===== src/rtl/uart_pkg.sv =====
// Shared UART definitions: receiver/transmitter state encoding, frame
// geometry, line levels and the even-parity helper.
// Optional feature macro: UART_RX_PARITY_EN adds the PARITY state.
package uart_pkg;

    localparam int DATA_BITS = 8;
    localparam int LAST_BIT  = DATA_BITS - 1;

    // Serial line levels
    localparam logic LINE_IDLE  = 1'b1;
    localparam logic LINE_START = 1'b0;
    localparam logic LINE_STOP  = 1'b1;

    typedef enum logic [2:0] {
        ST_IDLE,
        ST_START,
        ST_DATA,
`ifdef UART_RX_PARITY_EN
        ST_PARITY,
`endif
        ST_STOP
    } uart_state_e;

    // True when data ones plus the parity bit add up to an even count.
    function automatic logic even_parity_ok(input logic [DATA_BITS-1:0] data,
                                            input logic                 parity_bit);
        return ~(^{data, parity_bit});
    endfunction

endpackage


===== src/rtl/uart_rx_if.sv =====
// Consumer-side handshake of the UART receiver: received byte, valid flag,
// acknowledge and error flags.
// Optional feature macro: UART_RX_PARITY_EN adds the ParityErr signal.
interface uart_rx_if;
    import uart_pkg::*;

    logic [DATA_BITS-1:0] RxData;
    logic                 RxValid;
    logic                 RxRead;
    logic                 FramingErr;
    logic                 Overrun;
`ifdef UART_RX_PARITY_EN
    logic                 ParityErr;

    modport master (output RxData, RxValid, FramingErr, Overrun, ParityErr,
                    input  RxRead);
    modport slave  (input  RxData, RxValid, FramingErr, Overrun, ParityErr,
                    output RxRead);
`else
    modport master (output RxData, RxValid, FramingErr, Overrun,
                    input  RxRead);
    modport slave  (input  RxData, RxValid, FramingErr, Overrun,
                    output RxRead);
`endif

endinterface


===== src/rtl/sync_2ff.sv =====
// Two-flop synchronizer for a single asynchronous input bit. Both flops
// load RESET_VAL on a synchronous, active-high reset.
module sync_2ff #(
    parameter logic RESET_VAL = 1'b1
) (
    input  logic clock,
    input  logic reset,
    input  logic d_i,
    output logic q_o
);

    logic sync1_q;
    logic sync2_q;

    // Shift the asynchronous input through two flops to settle metastability.
    always_ff @(posedge clock) begin
        // NOTE: non-blocking assignments make both flops sample old values on
        // the same edge; blocking here would collapse the chain to one flop.
        if (reset) begin
            sync1_q <= RESET_VAL;
            sync2_q <= RESET_VAL;
        end else begin
            sync1_q <= d_i;
            sync2_q <= sync1_q;
        end
    end

    assign q_o = sync2_q;

endmodule


===== src/rtl/uart_rx.sv =====
// UART receiver: 8N1 frames (8E1 with parity) sampled mid-bit using an
// external OVERSAMPLE x baud tick. OVERSAMPLE must be even and >= 4.
// Optional feature macro: UART_RX_PARITY_EN adds an even-parity bit between
// the data and the stop bit and drives ParityErr.
module uart_rx
    import uart_pkg::*;
#(
    parameter int OVERSAMPLE = 16
) (
    input  logic       clock,
    input  logic       reset,
    input  logic       sampleTick,
    input  logic       RxIn,
    uart_rx_if.master  rx_if
);

    localparam int               CNT_W     = $clog2(OVERSAMPLE);
    localparam logic [CNT_W-1:0] HALF_LAST = CNT_W'(OVERSAMPLE / 2 - 1);
    localparam logic [CNT_W-1:0] FULL_LAST = CNT_W'(OVERSAMPLE - 1);
    localparam logic [2:0]       IDX_LAST  = 3'(LAST_BIT);

    logic                 rx_sync;

    uart_state_e          state_q;
    logic [CNT_W-1:0]     cnt_q;
    logic [2:0]           idx_q;
    logic [DATA_BITS-1:0] shift_q;
    logic                 parity_bit_q;

    logic [DATA_BITS-1:0] rx_data_q,     rx_data_d;
    logic                 rx_valid_q,    rx_valid_d;
    logic                 framing_err_q, framing_err_d;
    logic                 overrun_q,     overrun_d;
    logic                 parity_err_q,  parity_err_d;
    logic                 stop_sample;

    sync_2ff #(.RESET_VAL(LINE_IDLE)) u_sync (
        .clock (clock),
        .reset (reset),
        .d_i   (RxIn),
        .q_o   (rx_sync)
    );

    // Frame sequencer: advances only on sample ticks, samples each bit at its centre.
    always_ff @(posedge clock) begin
        if (reset) begin
            state_q      <= ST_IDLE;
            cnt_q        <= '0;
            idx_q        <= '0;
            shift_q      <= '0;
            parity_bit_q <= 1'b0;
        end else if (sampleTick) begin
            case (state_q)
                ST_IDLE: begin
                    if (rx_sync == LINE_START) begin
                        state_q <= ST_START;
                        cnt_q   <= '0;
                    end
                end
                ST_START: begin
                    if (cnt_q == HALF_LAST) begin
                        if (rx_sync != LINE_START) begin
                            state_q <= ST_IDLE;       // glitch, not a real start bit
                        end else begin
                            state_q <= ST_DATA;
                            cnt_q   <= '0;
                            idx_q   <= '0;
                        end
                    end else begin
                        cnt_q <= cnt_q + 1'b1;
                    end
                end
                ST_DATA: begin
                    if (cnt_q == FULL_LAST) begin
                        cnt_q          <= '0;
                        shift_q[idx_q] <= rx_sync;
                        if (idx_q == IDX_LAST) begin
`ifdef UART_RX_PARITY_EN
                            state_q <= ST_PARITY;
`else
                            state_q <= ST_STOP;
`endif
                        end else begin
                            idx_q <= idx_q + 1'b1;
                        end
                    end else begin
                        cnt_q <= cnt_q + 1'b1;
                    end
                end
`ifdef UART_RX_PARITY_EN
                ST_PARITY: begin
                    if (cnt_q == FULL_LAST) begin
                        cnt_q        <= '0;
                        parity_bit_q <= rx_sync;
                        state_q      <= ST_STOP;
                    end else begin
                        cnt_q <= cnt_q + 1'b1;
                    end
                end
`endif
                ST_STOP: begin
                    if (cnt_q == FULL_LAST) begin
                        cnt_q   <= '0;
                        state_q <= ST_IDLE;
                    end else begin
                        cnt_q <= cnt_q + 1'b1;
                    end
                end
                default: state_q <= ST_IDLE;
            endcase
        end
    end

    assign stop_sample = sampleTick && (state_q == ST_STOP) && (cnt_q == FULL_LAST);

    // Next-state of the consumer-facing registers: delivery, acknowledge and error flags.
    always_comb begin
        // NOTE: every target gets a default first so no path leaves it
        // unassigned; a missing default would infer a latch.
        rx_data_d     = rx_data_q;
        rx_valid_d    = rx_valid_q;
        overrun_d     = overrun_q;
        framing_err_d = 1'b0;
        parity_err_d  = 1'b0;
        if (rx_if.RxRead) begin
            rx_valid_d = 1'b0;
        end
        if (stop_sample) begin
            if (rx_sync == LINE_STOP) begin
                rx_data_d  = shift_q;
                rx_valid_d = 1'b1;
                if (rx_valid_q && !rx_if.RxRead) begin
                    overrun_d = 1'b1;                 // unread byte lost
                end
            end else begin
                framing_err_d = 1'b1;
            end
`ifdef UART_RX_PARITY_EN
            parity_err_d = !even_parity_ok(shift_q, parity_bit_q);
`endif
        end
    end

    // Register the consumer-facing outputs.
    always_ff @(posedge clock) begin
        if (reset) begin
            rx_data_q     <= '0;
            rx_valid_q    <= 1'b0;
            framing_err_q <= 1'b0;
            overrun_q     <= 1'b0;
            parity_err_q  <= 1'b0;
        end else begin
            rx_data_q     <= rx_data_d;
            rx_valid_q    <= rx_valid_d;
            framing_err_q <= framing_err_d;
            overrun_q     <= overrun_d;
            parity_err_q  <= parity_err_d;
        end
    end

    assign rx_if.RxData     = rx_data_q;
    assign rx_if.RxValid    = rx_valid_q;
    assign rx_if.FramingErr = framing_err_q;
    assign rx_if.Overrun    = overrun_q;
`ifdef UART_RX_PARITY_EN
    assign rx_if.ParityErr  = parity_err_q;
`endif

endmodule


===== src/flat_wrapper.sv =====
// flat-port wrapper written by rule: the top's interface ports become plain ports
module uart_rx_flat import uart_pkg::*;
#(
    parameter int OVERSAMPLE = 16
)
  (clock, reset, sampleTick, RxIn, rx_if_RxData, rx_if_RxValid, rx_if_FramingErr, rx_if_Overrun, rx_if_RxRead);
  uart_rx_if rx_if_i ();
  input  logic clock;
  input  logic reset;
  input  logic sampleTick;
  input  logic RxIn;
  output wire logic [$bits(rx_if_i.RxData)-1:0] rx_if_RxData;
  output wire logic [$bits(rx_if_i.RxValid)-1:0] rx_if_RxValid;
  output wire logic [$bits(rx_if_i.FramingErr)-1:0] rx_if_FramingErr;
  output wire logic [$bits(rx_if_i.Overrun)-1:0] rx_if_Overrun;
  input wire logic [$bits(rx_if_i.RxRead)-1:0] rx_if_RxRead;
  assign rx_if_RxData = rx_if_i.RxData;
  assign rx_if_RxValid = rx_if_i.RxValid;
  assign rx_if_FramingErr = rx_if_i.FramingErr;
  assign rx_if_Overrun = rx_if_i.Overrun;
  assign rx_if_i.RxRead = rx_if_RxRead;
  uart_rx #(.OVERSAMPLE(OVERSAMPLE)) u_core (.clock(clock), .reset(reset), .sampleTick(sampleTick), .RxIn(RxIn), .rx_if(rx_if_i));
endmodule

===== config.mk =====
export PLATFORM = sky130hd
export DESIGN_NAME = uart_rx_flat
export DESIGN_NICKNAME = d
export VERILOG_FILES = /design/src/rtl/uart_pkg.sv /design/src/rtl/uart_rx_if.sv /design/src/rtl/sync_2ff.sv /design/src/rtl/uart_rx.sv /design/src/flat_wrapper.sv
export SDC_FILE = /design/constraint.sdc
export NUM_CORES = 1
export LEC_CHECK = 0
export CELL_PAD_IN_SITES_DETAIL_PLACEMENT = 1
export CELL_PAD_IN_SITES_GLOBAL_PLACEMENT = 1
export CORE_MARGIN = 10
export CORE_UTILIZATION = 44
export DETAILED_ROUTE_END_ITERATION = 12
export PLACE_DENSITY = 0.8
export RECOVER_POWER = 25
export SYNTH_ARGS = -nofsm -noshare
export SYNTH_HDL_FRONTEND = slang
export SYNTH_SLANG_ARGS = --single-unit

===== constraint.sdc =====
create_clock -name clock -period 2.4 [get_ports clock]
set_clock_uncertainty 0.05 [all_clocks]
set_input_delay 0.24 -clock clock [delete_from_list [all_inputs] [get_ports clock]]
set_output_delay 0.24 -clock clock [all_outputs]
set_load 0.02 [all_outputs]

==> After elaboration in Yosys (flattened, before gate mapping) <==
Cells that the tools add are included.
{ "op_classes": {"n_addsub": 2, "n_mul": 0, "n_div": 0, "magnitude_cmp": 2, "n_eq_ne": 13, "shifts": 0, "muxes": 23, "bitwise": 1, "reduce_logical": 16} }
{ "op_table": {"columns": ["op", "count"], "rows": [
  ["3-bit two-way mux", 9],
  ["4-bit two-way mux", 3],
  ["3-bit case mux with 4 select lines", 1],
  ["4-bit case mux with 3 select lines", 1],
  ["6-bit AND reduction", 2],
  ["8-bit bitwise mux", 1],
  ["2-bit by 1-bit != test with 1-bit output (second input constant)", 4],
  ["3-bit by 2-bit == test with 1-bit output (second input constant)", 2],
  ["2-bit != test (second input constant)", 3],
  ["3-bit case mux with 2 select lines", 1],
  ["3-bit AND reduction", 2],
  ["1-bit two-way mux", 5],
  ["4-bit by 1-bit adder with 4-bit output (second input constant)", 1],
  ["4-bit by 3-bit == test with 1-bit output (second input constant)", 1],
  ["4-bit == test (second input constant)", 1],
  ["1-bit logical AND", 4],
  ["3-bit by 4-bit < comparator with 1-bit output (second input constant)", 1],
  ["2-bit AND reduction", 2],
  ["2-bit OR reduction", 2],
  ["3-bit by 1-bit adder with 3-bit output (second input constant)", 1],
  ["1-bit demux with 3-bit select", 1],
  ["3-bit by 1-bit == test with 1-bit output (second input constant)", 1],
  ["3-bit == test (second input constant)", 1],
  ["3-bit by 1-bit greater-or-equal comparator with 1-bit output (second input constant)", 1],
  ["6 further kinds", 6]
]} }
{ "totals": {"register_bits": 31, "latchBits": 0, "ram_bits": 0, "mem_bits_ro": 0, "input_bits": 5, "out_inout_bits": 11, "word_cells": 67, "mem_count": 0} }

==> Logic depth before layout (Yosys ltp) <==
{ "logic_depth": {"ltp_word": 5, "mapped_depth": 7, "depth_no_buf": 6} }

==> Hierarchy <==
From an unflattened synthesis, not the netlist that was laid out.
{ "hier_totals": {"hier_cells": 152, "area_unflattened_um2": 1401.3} }
{ "by_module_without_submodules": {"columns": ["mod", "n_inst", "cells_each", "area_per_inst_um2", "seq_area_each_um2"], "rows": [
  ["uart_rx", 1, 148, 1348.8, 560.5],
  ["sync_2ff", 1, 4, 52.6, 40.0]
]} }

==> Worst setup path after synthesis <==
No wires, ideal clock.
{ "synth_path": {"path_type": "register -> register", "start": "register u_core.cnt_q[0]", "end": "register u_core.state_q[0]", "setup_time_ps": 70, "arrival_ps": 1450, "required_time_ps": 2280, "path_slack_ps": 830, "stages_incl_launch_ff": 6, "path_buffers": 0, "period_less_slack_ps": 1570, "cell_sequence": "dfxtp_1 ha_1 and4bb_1 nor3_2 or4_1 a21oi_1"} }
{ "synth_between": {"elab_chain_cells": 3, "elab_cells_between_ends": 6, "cone_classes": "eq/ne: 5; reduce/logical: 1"} }
{ "synth_lines": {"columns": ["element", "line", "rtl"], "rows": [
  ["from (decl)", "uart_rx.sv:25", "logic [CNT_W-1:0] cnt_q;"],
  ["from (signal assigned)", "uart_rx.sv:70", "cnt_q <= cnt_q + 1'b1;"],
  ["from (signal assigned)", "uart_rx.sv:87", "cnt_q <= cnt_q + 1'b1;"],
  ["from (signal assigned)", "uart_rx.sv:106", "cnt_q <= cnt_q + 1'b1;"],
  ["4-bit == test / 4-bit by 3-bit == test with 1-bit output (equally long branches)", "uart_rx.sv:74, uart_rx.sv:102, uart_rx.sv:61", null],
  ["2-bit by 1-bit != test with 1-bit output (no line)", null, null],
  ["6-bit AND reduction (no line) *", null, null],
  ["to (signal assigned)", "uart_rx.sv:81", "state_q <= ST_STOP;"],
  ["to (signal assigned)", "uart_rx.sv:104", "state_q <= ST_IDLE;"],
  ["to (signal assigned)", "uart_rx.sv:109", "default: state_q <= ST_IDLE;"],
  ["to (decl)", "uart_rx.sv:24", "uart_state_e state_q;"]
]} }
Mark *: on every way between the ends. The rest lies on a longest branch, timed or not.
A chain may end at the register's enable or synchronous reset.

==> Final worst setup path <==
{ "layout_path": {"start": "register u_core.cnt_q[1]", "end": "register u_core.rx_data_q[7], in the netlist u_core.rx_if.RxData[7]"} }
{ "layout_between": {"elab_chain_cells": 3} }
{ "layout_lines": {"columns": ["element", "line", "rtl"], "rows": [
  ["4-bit == test", "uart_rx.sv:114", "assign stop_sample = sampleTick && (state_q == ST_STOP) && (cnt_q == FULL_LAST);"],
  ["1-bit logical AND", "uart_rx.sv:114", null],
  ["2-bit AND reduction (no line)", null, null],
  ["to (signal assigned)", "uart_rx.sv:153", "rx_data_q <= rx_data_d;"],
  ["to (decl)", "uart_rx.sv:30", "logic [DATA_BITS-1:0] rx_data_q, rx_data_d;"]
]} }
No other way between the ends.

==> summary.txt <==
Timing
  – Final Worst Setup Slack: 0.572 ns
  – Tightest Pin Transition: 1.04 ns
  – Period utilisation layout: 0.761
  – # setup viols final: 0
  – Fmax achieved: 547 MHz
  – Tmin final: 1.83 ns
  – RSZ-0062 raised after global routing: false
  – Rel. slew slack: 0.305
  – Final hold viol count: 0
  – Setup tns final: 0 ns
  – Slew Limit Fails: 0

Die
  – Die W: 76.0 um
  – Core ar.: 3030 sq um
  – Starting Density: 0.456
  – Die ar.: 5780 sq um
  – Top Ports: 16
  – Core Rows: 20
  – Die height: 76.0 um

Critical path
  – CP cell instances: ha_1, and4_1, and4_1, nand2_1, a21oi_1
  – Crit Path Max Fanout: 8
  – Crit-path leading delay family: simple AND/OR/NAND/NOR gates
  – Slowest cell on the critical path: dfxtp_1
  – Startpoint type of the worst setup path: flop
  – Reg2reg path depth: 5
  – Largest stage delay, worst path: 0.39 ns
  – WS Path Type: reg -> reg
  – CP Capture Type: flop
  – Cell depth of the worst setup path: 5
  – Worst path arrival time: 2.03 ns
  – Buf/Inv on CP: 0
  – Crit path launch: u_core.cnt_q[1]
  – Worst reg2reg path startpoint: u_core.cnt_q[1]
  – Crit path top cell by count: and4_1
  – Critical Path RT: 2.60 ns
  – Reg2Reg Setup Slack: 0.57 ns

Clock network
  – Clk root buf: clkbuf_4
  – Number of hold buffers added after CTS: 0
  – Clock H-tree levels: 2
  – CTS tree: built
  – Clock insertion delay at the later pin of the skew report: 0.33 ns
  – Clk buf depth: 2
  – Sink Count: 30
  – Total CTS buffers: 5
  – Post-CTS sizing: 0
  – Clk pin slew, worst setup/hold paths: 0.10 ns
  – Post-CTS Setup Repair Bufs: 0

Cells and area
  – Non-Filler Instances: 212
  – Ratio of cells with drive above 1 in the final layout: 0.0893
  – Final Core Density: 0.540
  – Ant. Diodes: 0
  – Nets: 175
  – P&R area growth vs syn: 18.4%

Power
  – Combinational share of power: 0.028
  – Leakage power: 0.636 nW
  – Clock share of power: 0.499
  – Sequential share of power: 0.473
  – Power, Total: 1.06 mW
  – Switching part of the total: 0.188
  – Power Dens Cells: 650 nW/um^2
  – NetSw: 0.200 mW
  – VDD IR-drop max: 346 uV
  – Int Power: 0.863 mW

Logic synthesis
  – Synth area leaders: dfxtp_1 43%, nand2_1 8.2%, mux2i_1 7.2%
  – Post-Syn Nets: 162
  – Yosys Warn Count: 0
  – Register area share after synthesis: 0.435
  – Syn avg cell area: 8.97 sq um
  – Async SR Flop Fraction: 0
  – Post-Synthesis Cells: 154
  – Synth top cells by count: 30 x dfxtp_1, 30 x nand2_1, 17 x a21oi_1, 10 x mux2i_1, 8 x nor2_1
  – Mapped Area: 1380 sq um
  – Yosys top cell area share: 0.435
  – Main synth FF type: dfxtp_1
  – Post-synth cell types: 36
  – Seq cells post-synth: 30
  – Post-synth EDFFs: 0
  – Largest area contributor in the netlist: dfxtp_1

Placed design
  – Gp weighted congestion: 0.754
  – Input/output buffers: 15
  – Post-Place Cells: 204
  – HPWL Detailed: 2.33 mm
  – Place WS: 0.355 ns

Hold path
  – Worst Hold Launch: u_core.u_sync.sync1_q
  – Hold Path Depth: 1
  – HP Class: reg -> reg

Job
  – Max Cap Viol: 0

Detailed routing
  – Post-route ant nets: 0
  – Initial DRC count: 59
  – Final Routed Wirelength: 3.31 mm
  – Pre-antenna DRT Iters: 4
  – Avg WL per Cell: 15.6 um
  – # DRC: 0
  – Vias: 1174
  – Mean number of vias per cell: 5.54

GRT
  – Pin count of the biggest net entering global routing: 23
  – GRT Util Overall: 0.120
  – Grt ovf: 0
  – Initial antenna violation count: 0
  – Global-route wire length before repair: 5.66 mm
  – Vias in the first global route: 1162

Run status
  – Status: completed
power groups by stage:
stage	Combinational [mW]	Clock (mW)	Sequential, mW
after detailed placement	0.0303	0	0.515
after global routing	0.0323	0.571	0.504
final	0.0296	0.530	0.503
after CTS	0.0310	0.539	0.503
after floorplan	0.0199	0	0.512
after global placement	0.0287	0	0.515
worst paths after layout:
path	to
min	u_core.u_sync.q_o
max	u_core.rx_if.RxData[7]
min reg2reg	u_core.u_sync.q_o
max reg2reg	u_core.rx_if.RxData[7]
logic make-up (layout without fill, tap and decap cells):
kind of cell,Yosys count,count (layout),share of synthesized area
flip-flops,30,30,0.435
buffers and inverters,12,26,0.0534
multiplexers,10,10,0.0725
AO/OA/AOI/OAI,28,28,0.115
AND/OR/NAND/NOR,71,71,0.297
adder cells (fa/ha/maj),3,3,0.0272
registers in the layout, indices dropped and copies added, names as in the netlist:
signal and flops:
u_core.rx_if.RxData 8, u_core.shift_q 8, u_core.cnt_q 4, u_core.idx_q 3
u_core.state_q 2, u_core.rx_if.FramingErr 1, u_core.rx_if.Overrun 1, u_core.rx_if.RxValid 1
u_core.u_sync.q_o 1, u_core.u_sync.sync1_q 1
per-layer routing:
layer | vias to the layer above | part of all wire | routed length (um) | GRT usage
li1 | 565 | - | - | -
met1 | 580 | 0.46 | 1520 | 0.143
met2 | 21 | 0.48 | 1590 | 0.188
met3 | 8 | 0.038 | 125 | 0.0354
met4 | 0 | 0.022 | 72 | 0.0625
met5 | - | 0 | 0 | 0
worst reg2reg max path, stage by stage, from the launching register on:
cell	delay, ns
dfxtp_1	0.39
ha_1	0.30
and4_1	0.38
and4_1	0.39
nand2_1	0.10
a21oi_1	0.15
layout make-up:
| class | count | area [sq um] |
|---|---|---|
| fillers | 347 | 1390 |
| multi-input cells | 112 | 707 |
| flip-flops and latches | 30 | 601 |
| repair buffers | 16 | 154 |
| clock inverters | 2 | 60.1 |
| well taps | 44 | 55.1 |
| clock buffers | 6 | 51.3 |
| inverters | 2 | 7.51 |
stage by stage:
| step | instance area [sq um] | hold WS, ns |
|---|---|---|
| CTS | 1640 | 0.380 |
| floorplan | 1380 | 0.294 |
| finish | 1640 | 0.374 |
| detailed placement | 1530 | 0.356 |
| global placement | 1530 | 0.351 |
| global route | 1640 | 0.401 |
cells in the final DEF, fill, tap and decap left out, types with 2 or more instances in the layout:
| master | synthesis | routed |
|---|---|---|
| o21ai_1 | 5 | 4 |
| a22oi_1 | 2 | 2 |
| dfxtp_1 | 30 | 30 |
| ha_1 | 3 | 3 |
| inv_1 | 2 | 2 |
| clkdlybuf4s50_1 | 0 | 7 |
| a21oi_1 | 17 | 17 |
| or2_2 | 2 | 2 |
| nand2b_1 | 3 | 3 |
| clkbuf_4 | 0 | 5 |
| and3_1 | 2 | 2 |
| and4_1 | 3 | 3 |
| dlygate4sd3_1 | 0 | 8 |
| nand2_1 | 30 | 30 |
| o21ai_0 | 1 | 2 |
| nor2_1 | 8 | 8 |
| bufinv_16 | 0 | 2 |
| nand3_1 | 4 | 4 |
| mux2i_1 | 10 | 10 |
| nand3b_1 | 6 | 6 |
Power figures use the tool's default switching activity.
